## src/rtl/lap_pointer_reader.sv

```systemverilog
// lap_pointer_reader: consumer-side pointer of a circular buffer whose
// producer is a lap-bit wrapping counter. Pointers are {lap, index}. The
// lap bit separates the "same position, nothing stored" case from the
// "same position, completely full" case.
module lap_pointer_reader #(
    parameter int RANGE       = 4,
    parameter int INDEX_WIDTH = $clog2(RANGE),
    parameter int WIDTH       = INDEX_WIDTH + 1,
    parameter int LEVEL_WIDTH = $clog2(RANGE + 1)
) (
    input  logic                   clock,
    input  logic                   reset,
    input  logic [WIDTH-1:0]       write_pointer,
    input  logic                   read_enable,
    input  logic                   flush,
    output logic [WIDTH-1:0]       read_pointer,
    output logic [INDEX_WIDTH-1:0] read_index,
    output logic                   empty,
    output logic                   full,
    output logic [LEVEL_WIDTH-1:0] level,
    output logic                   wrapped,
    output logic                   underflow
);

    // One extra bit of headroom so that the different-lap sum
    // RANGE - r_idx + w_idx is formed without overflow.
    localparam int                     SPAN_WIDTH = LEVEL_WIDTH + 1;
    localparam logic [INDEX_WIDTH-1:0] LAST_INDEX = INDEX_WIDTH'(RANGE - 1);
    localparam logic [SPAN_WIDTH-1:0]  RANGE_SPAN = SPAN_WIDTH'(RANGE);

    logic [WIDTH-1:0]       read_pointer_r;
    logic                   wrapped_r;
    logic                   underflow_r;

    logic [WIDTH-1:0]       read_pointer_next_s;
    logic                   wrapped_next_s;
    logic                   underflow_next_s;

    logic                   read_lap_s;
    logic                   write_lap_s;
    logic [INDEX_WIDTH-1:0] read_index_s;
    logic [INDEX_WIDTH-1:0] write_index_s;
    logic                   empty_s;
    logic                   full_s;
    logic [SPAN_WIDTH-1:0]  span_s;
    logic                   pop_s;
    logic                   last_s;

    // Occupancy status: pure function of the current read and write pointers.
    always_comb begin
        read_lap_s    = read_pointer_r[WIDTH-1];
        write_lap_s   = write_pointer[WIDTH-1];
        read_index_s  = read_pointer_r[INDEX_WIDTH-1:0];
        write_index_s = write_pointer[INDEX_WIDTH-1:0];
        empty_s       = (read_pointer_r == write_pointer);
        full_s        = (read_index_s == write_index_s) && (read_lap_s != write_lap_s);
        if (read_lap_s == write_lap_s) begin
            span_s = SPAN_WIDTH'(write_index_s) - SPAN_WIDTH'(read_index_s);
        end else begin
            span_s = RANGE_SPAN - SPAN_WIDTH'(read_index_s) + SPAN_WIDTH'(write_index_s);
        end
    end

    // Next read pointer and pulse values; flush overrides any pop request.
    always_comb begin
        pop_s               = read_enable && !empty_s && !flush;
        last_s              = (read_index_s == LAST_INDEX);
        read_pointer_next_s = read_pointer_r;
        wrapped_next_s      = 1'b0;
        underflow_next_s    = 1'b0;
        if (flush) begin
            read_pointer_next_s = write_pointer;
        end else if (pop_s) begin
            if (last_s) begin
                // Index RANGE-1 wraps to 0 and the lap bit flips, even when
                // RANGE is not a power of two.
                read_pointer_next_s = {~read_lap_s, {INDEX_WIDTH{1'b0}}};
                wrapped_next_s      = 1'b1;
            end else begin
                read_pointer_next_s = {read_lap_s, read_index_s + INDEX_WIDTH'(1'b1)};
            end
        end else if (read_enable) begin
            // Only reachable when empty: the pop is refused and flagged.
            underflow_next_s = 1'b1;
        end else begin
            read_pointer_next_s = read_pointer_r;
        end
    end

    // State registers: read pointer and the two single-cycle pulses.
    always_ff @(posedge clock or posedge reset) begin
        if (reset) begin
            read_pointer_r <= {WIDTH{1'b0}};
            wrapped_r      <= 1'b0;
            underflow_r    <= 1'b0;
        end else begin
            read_pointer_r <= read_pointer_next_s;
            wrapped_r      <= wrapped_next_s;
            underflow_r    <= underflow_next_s;
        end
    end

    // Output drive: registered pointer/pulses plus combinational status.
    always_comb begin
        read_pointer = read_pointer_r;
        read_index   = read_pointer_r[INDEX_WIDTH-1:0];
        wrapped      = wrapped_r;
        underflow    = underflow_r;
        empty        = empty_s;
        full         = full_s;
        level        = LEVEL_WIDTH'(span_s);
    end

endmodule

```

## config.mk

```make
export PLATFORM = sky130hd
export DESIGN_NAME = lap_pointer_reader
export DESIGN_NICKNAME = d
export VERILOG_FILES = /design/src/rtl/lap_pointer_reader.sv
export SDC_FILE = /design/constraint.sdc
export NUM_CORES = 1
export LEC_CHECK = 0
export ABC_AREA = 1
export ABC_CLOCK_PERIOD_IN_PS = 2400
export CORE_AREA = 2 2 39 41
export CTS_CLUSTER_DIAMETER = 50
export DETAILED_ROUTE_END_ITERATION = 7
export DIE_AREA = 0 0 41 43
export GPL_TIMING_DRIVEN = 0
export MAX_ROUTING_LAYER = met4
export RECOVER_POWER = 25
export SLEW_MARGIN = 5
export SYNTH_ARGS = -nofsm -noshare
export SYNTH_HDL_FRONTEND = slang
export SYNTH_SLANG_ARGS = --single-unit
```

## constraint.sdc

```tcl
create_clock -name clock -period 2.4 [get_ports clock]
set_clock_uncertainty 0.15 [all_clocks]
set_input_delay 0.72 -clock clock [delete_from_list [all_inputs] [get_ports clock]]
set_output_delay 0.72 -clock clock [all_outputs]
set_load 0.01 [all_outputs]
```

==> flow_summary.toml, run 1 <==
[floorplan]
die_w_um = 41
rows = 14
ios = 19
die_h_um = 43
initial_core_util = 0.295
core_sq_um = 1380
die_area_sq_um = 1760

[setup_path]
critPathArrivalTime_ns = 1.63
critPathBufInv = 4
crit_end = "level[1]"
critPathMaxStageDelay_ns = 0.52
critPathRequiredTime_ns = 1.53
crit_fanout = 2
cp.depth = 6
worstSetupStartpoint = "write_pointer[0]"
r2r_slack_ns = 0.85
criticalPathCategory = "in -> out"
ff2ff_path_depth = 10
regToRegEndpoint = "read_pointer[2]$_DFFE_PP0P_"
start_kind = "input port"
r2r_start = "read_pointer[1]$_DFFE_PP0P_"
path_delay_family = "adder cells"
end_kind = "output port"
slowest_stage = "fa_2"
path_cells = "buf_8, inv_4, ha_4, fa_2, inv_2, buf_6"

[finish]
layout-drive-gt1-share = 0.432
diodes = 0
num-fill-cells = 141
instances_no_fill = 90
synthToLayoutAreaGrowth_pct = 68.7
nets = 86
ff_latch_area_sq_um = 126
final_util = 0.497
final_cell_mix = "clkdlybuf4s50_1, inv_1, nand2_1"
multiInputGateArea_sq_um = 249
layout_commonest_cell = "clkdlybuf4s50_1"

[timing]
slew_viol_final = 0
max_slew_margin = 0.831
grt_setup_unrepaired = "true"
setup_viol = 2
postLayoutSetupSlackWorst_ns = -0.101
finalSetupTns_ns = -0.160
fin_crit_sh = 1.04
hold_viol = 0
max_freq_ghz = 0.400
tightest_slew_ns = 0.254
min_period_ns = 2.50

[job]
max-cap-violations = 0

[yosys]
ys_ff_latch = 5
synth.avg_cell_area_sq_um = 8.16
synth_area_leader_cell = "dfrtp_1"
synth_cells = 50
synthTopCellsByArea = "dfrtp_1, ha_1, inv_1"
seq_area_frac_synth = 0.307
synth-warning-count = 0
yosysTopAreaCellShare = 0.307
syn-cell-area_sq_um = 408
synth_nets = 61
synthDistinctLibCells = 19

[placed_design]
globalplace.congestion = 0.734
dpl.hpwl_um = 648
post-place-ws_ns = -0.971
port_buffers = 18
dpl.cell_count = 84

[route]
dr.pass1.iters = 4
wirelength_um = 838
via_count = 381
wl_per_cell_um = 9.31
drc = 0
viasPerCell = 4.23
drt.antenna.violating_nets = 0
drtIter0Drc = 4

[cts]
clkLatencyLatePin_ns = 0.24
htree_levels = 1
cts.sinks = 5
path_clk_slew_ns = 0.04
cts_buffer_depth = 2
numCtsBuffers = 3
cts_tree = "yes"
cts_root_buf = "clkbuf_4"

[outcome]
violations = "setup timing"
run_status = "finished, violations left"

[pwr]
peakVddDrop_uv = 333
power.total_uw = 441
leakage_nw = 0.351
p_per_area_nw_per_um2 = 641

[global_route]
grt-ovfl-total = 0
grt_max_degree = 10
antenna_found_initial = 0
track_usage = 0.135
grt_pass1_wl_mm = 1.54
grt_pass1_vias = 357

[worst_hold_path]
hp-class = "reg -> reg"
hold_path_depth = 2
==> worst min-delay path by stage <==
stage | to | startpoint | slack (ns)
detailed placement | read_pointer[2]$_DFFE_PP0P_ | read_pointer[2]$_DFFE_PP0P_ | 0.41
finish | read_pointer[2]$_DFFE_PP0P_ | read_pointer[2]$_DFFE_PP0P_ | 0.41
global placement | read_pointer[2]$_DFFE_PP0P_ | read_pointer[2]$_DFFE_PP0P_ | 0.41
floorplan | read_pointer[0]$_DFFE_PP0P_ | reset | 0.35
CTS | read_pointer[2]$_DFFE_PP0P_ | read_pointer[2]$_DFFE_PP0P_ | 0.42
global route | read_pointer[2]$_DFFE_PP0P_ | read_pointer[2]$_DFFE_PP0P_ | 0.46
==> through the flow <==
stage,area (sq um),hold WS (ns)
after floorplan,415,0.349
after global routing,688,0.461
final,688,0.411
after global placement,616,0.410
after CTS,663,0.420
after detailed placement,616,0.412
==> worst reg2reg max path: stages, from the launching register on <==
cell and delay (ns):
dfrtp_2 0.45, inv_1 0.11, ha_4 0.21, nand2_2 0.08
clkinv_2 0.07, nand3_4 0.08, nand2_4 0.07, nand2_2 0.07
nand2_1 0.05, nand2_1 0.05, nand2_1 0.04
==> layout make-up <==
cell class / instances / area share
Multi-Input combinational cell: 30 / 0.362
Timing Repair Buffer: 20 / 0.269
Sequential cell: 5 / 0.184
Inverter: 13 / 0.0964
Clock buffer: 4 / 0.0382
Tap cell: 16 / 0.0291
Buffer: 2 / 0.0218
==> metal layers <==
layer | track usage | part of all wire | wire, um | up-vias
met2 | 0.194 | 0.50 | 418 | 14
met3 | 0.0785 | 0.075 | 63 | 0
li1 | - | - | - | 198
met1 | 0.164 | 0.42 | 356 | 169
met4 | 0.0200 | 0 | 0 | 0
met5 | - | 0 | 0 | -
==> sequential cells by signal (all words and copies together) (netlist names) <==
signal        flops
read_pointer      3
underflow         1
wrapped           1
==> report_power, final <==
| group | leakage [nW] | total, mW | internal, mW | switching, mW |
|---|---|---|---|---|
| sequential | 0.0638 | 0.116 | 0.0968 | 0.0191 |
| clock | 0.0150 | 0.0960 | 0.0628 | 0.0333 |
| combinational | 0.272 | 0.229 | 0.123 | 0.106 |
| total | 0.351 | 0.441 | 0.283 | 0.158 |
==> synth_stat cells <==
cell	instances
dfrtp_1	5
clkinv_1	1
nand3_1	6
nand2_2	3
inv_2	2
nor3_1	1
fa_1	1
ha_1	3
buf_4	2
bufinv_8	1
nand2_1	9
o21ai_0	1
o22ai_1	1
inv_1	9
nand2_4	1
xor2_1	1
nand4_1	1
a21oi_1	1
nand3_4	1
==> cells by family (layout without fill, tap and decap cells) <==
| group | count (synthesis) | in the layout | synth area share |
|---|---|---|---|
| simple gates | 22 | 22 | 0.301 |
| buf+inv | 15 | 39 | 0.190 |
| flops | 5 | 5 | 0.307 |
| fa+ha+maj | 4 | 4 | 0.141 |
| compound gates | 3 | 3 | 0.0399 |
| xor+xnor | 1 | 1 | 0.0215 |
==> timing repair <==
action                                  CTS  global route
gates resized for setup                  37             5
endpoints found under the setup margin    5             3
hold buffers                              0             0
pin swaps                                 3             1
buffers inserted                          1             1
endpoints found under the hold margin     0             0
No activity file was read; power rests on OpenSTA's default activity.
==> inputs of run 2 (changes only) <==
--- a/config.mk
+++ b/config.mk
@@ -7,6 +7,7 @@
 export LEC_CHECK = 0
 export ABC_AREA = 1
 export ABC_CLOCK_PERIOD_IN_PS = 2400
+export CAP_MARGIN = 10
 export CORE_AREA = 2 2 39 41
 export CTS_CLUSTER_DIAMETER = 50
 export DETAILED_ROUTE_END_ITERATION = 7
@@ -14,7 +15,6 @@
 export GPL_TIMING_DRIVEN = 0
 export MAX_ROUTING_LAYER = met4
 export RECOVER_POWER = 25
-export SLEW_MARGIN = 5
 export SYNTH_ARGS = -nofsm -noshare
 export SYNTH_HDL_FRONTEND = slang
 export SYNTH_SLANG_ARGS = --single-unit
==> results of run 2 <==
Final layout, timing and power as in run 1 (identical DEF).
==> inputs of run 3 (changes only) <==
--- a/config.mk
+++ b/config.mk
@@ -14,7 +14,6 @@
 export DIE_AREA = 0 0 41 43
 export GPL_TIMING_DRIVEN = 0
 export MAX_ROUTING_LAYER = met4
-export RECOVER_POWER = 25
 export SYNTH_ARGS = -nofsm -noshare
 export SYNTH_HDL_FRONTEND = slang
 export SYNTH_SLANG_ARGS = --single-unit
==> flow_summary.toml, run 3 (same netlist as run 1, synthesis figures left out) <==
[outcome]
run_status = "finished, violations left"
violations = "setup timing"

[placed_design]
dpl.cell_count = 84
port_buffers = 18
globalplace.congestion = 0.734
dpl.hpwl_um = 648

[global_route]
grt_max_degree = 10
grt_pass1_wl_mm = 1.54
track_usage = 0.135
grt_pass1_vias = 357
antenna_found_initial = 0
grt-ovfl-total = 0

[pwr]
peakVddDrop_uv = 334
p_per_area_nw_per_um2 = 641
leakage_nw = 0.351

[setup_path]
slowest_stage = "fa_2"
criticalPathCategory = "in -> out"
critPathRequiredTime_ns = 1.53
crit_fanout = 2
start_kind = "input port"
critPathMaxStageDelay_ns = 0.52
path_cells = "buf_8, inv_4, ha_4, fa_2, inv_2, buf_6"
end_kind = "output port"
critPathArrivalTime_ns = 1.63

[cts]
cts_hold_buffers = 0
cts.sinks = 5
cts_root_buf = "clkbuf_4"
cts_tree = "yes"
clkLatencyLatePin_ns = 0.24
cts_buffer_depth = 2
path_clk_slew_ns = 0.04
htree_levels = 1
numCtsBuffers = 3

[finish]
largest_register_ffs = 3
nets = 86
num-fill-cells = 141
synthToLayoutAreaGrowth_pct = 68.7
instances_no_fill = 90
layout_commonest_cell = "clkdlybuf4s50_1"
diodes = 0
final_cell_mix = "clkdlybuf4s50_1, inv_1, nand2_1"
layout-drive-gt1-share = 0.432

[timing]
min_period_ns = 2.50
setup_viol = 2
hold_viol = 0
tightest_slew_ns = 0.254
fin_crit_sh = 1.04
postLayoutSetupSlackWorst_ns = -0.101
grt_setup_unrepaired = "true"
slew_viol_final = 0
max_freq_ghz = 0.400
finalSetupTns_ns = -0.160
max_slew_margin = 0.831

[route]
drt.antenna.violating_nets = 0
wirelength_um = 838
wl_per_cell_um = 9.31
via_count = 381
viasPerCell = 4.23
drc = 0
dr.pass1.iters = 4
drtIter0Drc = 4

[floorplan]
core_sq_um = 1380
die_area_sq_um = 1760
die_h_um = 43
rows = 14
ios = 19
die_w_um = 41
initial_core_util = 0.295

[job]
max-cap-violations = 0

[worst_hold_path]
hp-class = "reg -> reg"
run 3: timing repair:
item | 4_1_cts | 5_1_grt
gates resized for setup | 37 | 5
cloned | 0 | 0
endpoints found under the setup margin | 5 | 3
setup buffers | 1 | 1
pin swaps | 3 | 1
run 3: through the flow:
| stage | worst slack (ns) | util | cell area (sq um) | power (mW) | hold WS, ns |
|---|---|---|---|---|---|
| after floorplan | 0.00733 | - | 415 | 0.228 | 0.349 |
| after global placement | -0.971 | 0.445 | 616 | 0.333 | 0.410 |
| after detailed placement | -0.971 | 0.445 | 616 | 0.333 | 0.412 |
| after CTS | -0.153 | 0.479 | 663 | 0.431 | 0.420 |
| after global routing | -0.133 | 0.497 | 688 | 0.492 | 0.461 |
| final | -0.101 | 0.497 | 688 | 0.441 | 0.411 |
run 3: worst max-delay path, delay by kind of cell:
kind,cells,cell delay (ns)
fa+ha+maj,2,0.66
buf+inv,4,0.24
run 3: layer usage:
metal | global-route usage | wire [um] | part of all wire | vias to the layer above
met1 | 0.164 | 356 | 0.42 | 169
met5 | - | 0 | 0 | -
li1 | - | - | - | 198
met2 | 0.194 | 418 | 0.50 | 14
met3 | 0.0785 | 63 | 0.075 | 0
met4 | 0.0200 | 0 | 0 | 0
run 3: final timing paths:
check                                              end  cells after the start  slack, ns                   startpoint
setup / recovery                              level[1]                      6      -0.10             write_pointer[0]
hold / removal             read_pointer[2]$_DFFE_PP0P_                      2       0.41  read_pointer[2]$_DFFE_PP0P_
setup reg to reg           read_pointer[2]$_DFFE_PP0P_                     10       0.85  read_pointer[1]$_DFFE_PP0P_
hold reg to reg            read_pointer[2]$_DFFE_PP0P_                      2       0.41  read_pointer[2]$_DFFE_PP0P_
max in group asynchronous  read_pointer[1]$_DFFE_PP0P_                      2       1.38                        reset
min in group asynchronous            wrapped$_DFF_PP0_                      2       0.53                        reset
run 3: report_power, final:
group	leakage [nW]	switching, mW	total, mW	internal [mW]
registers	0.0638	0.0191	0.116	0.0968
logic	0.272	0.106	0.229	0.123
clock network	0.0150	0.0333	0.0960	0.0628
total	0.351	0.158	0.441	0.283
run 3: layout make-up:
| type | instances | area [sq um] | share of cell area |
|---|---|---|---|
| well taps | 16 | 20.0 | 0.0291 |
| flip-flops and latches | 5 | 126 | 0.184 |
| multi-input cells | 30 | 249 | 0.362 |
| repair buffers | 20 | 185 | 0.269 |
| clock buffers | 4 | 26.3 | 0.0382 |
| plain buffers | 2 | 15.0 | 0.0218 |
| inverters | 13 | 66.3 | 0.0964 |
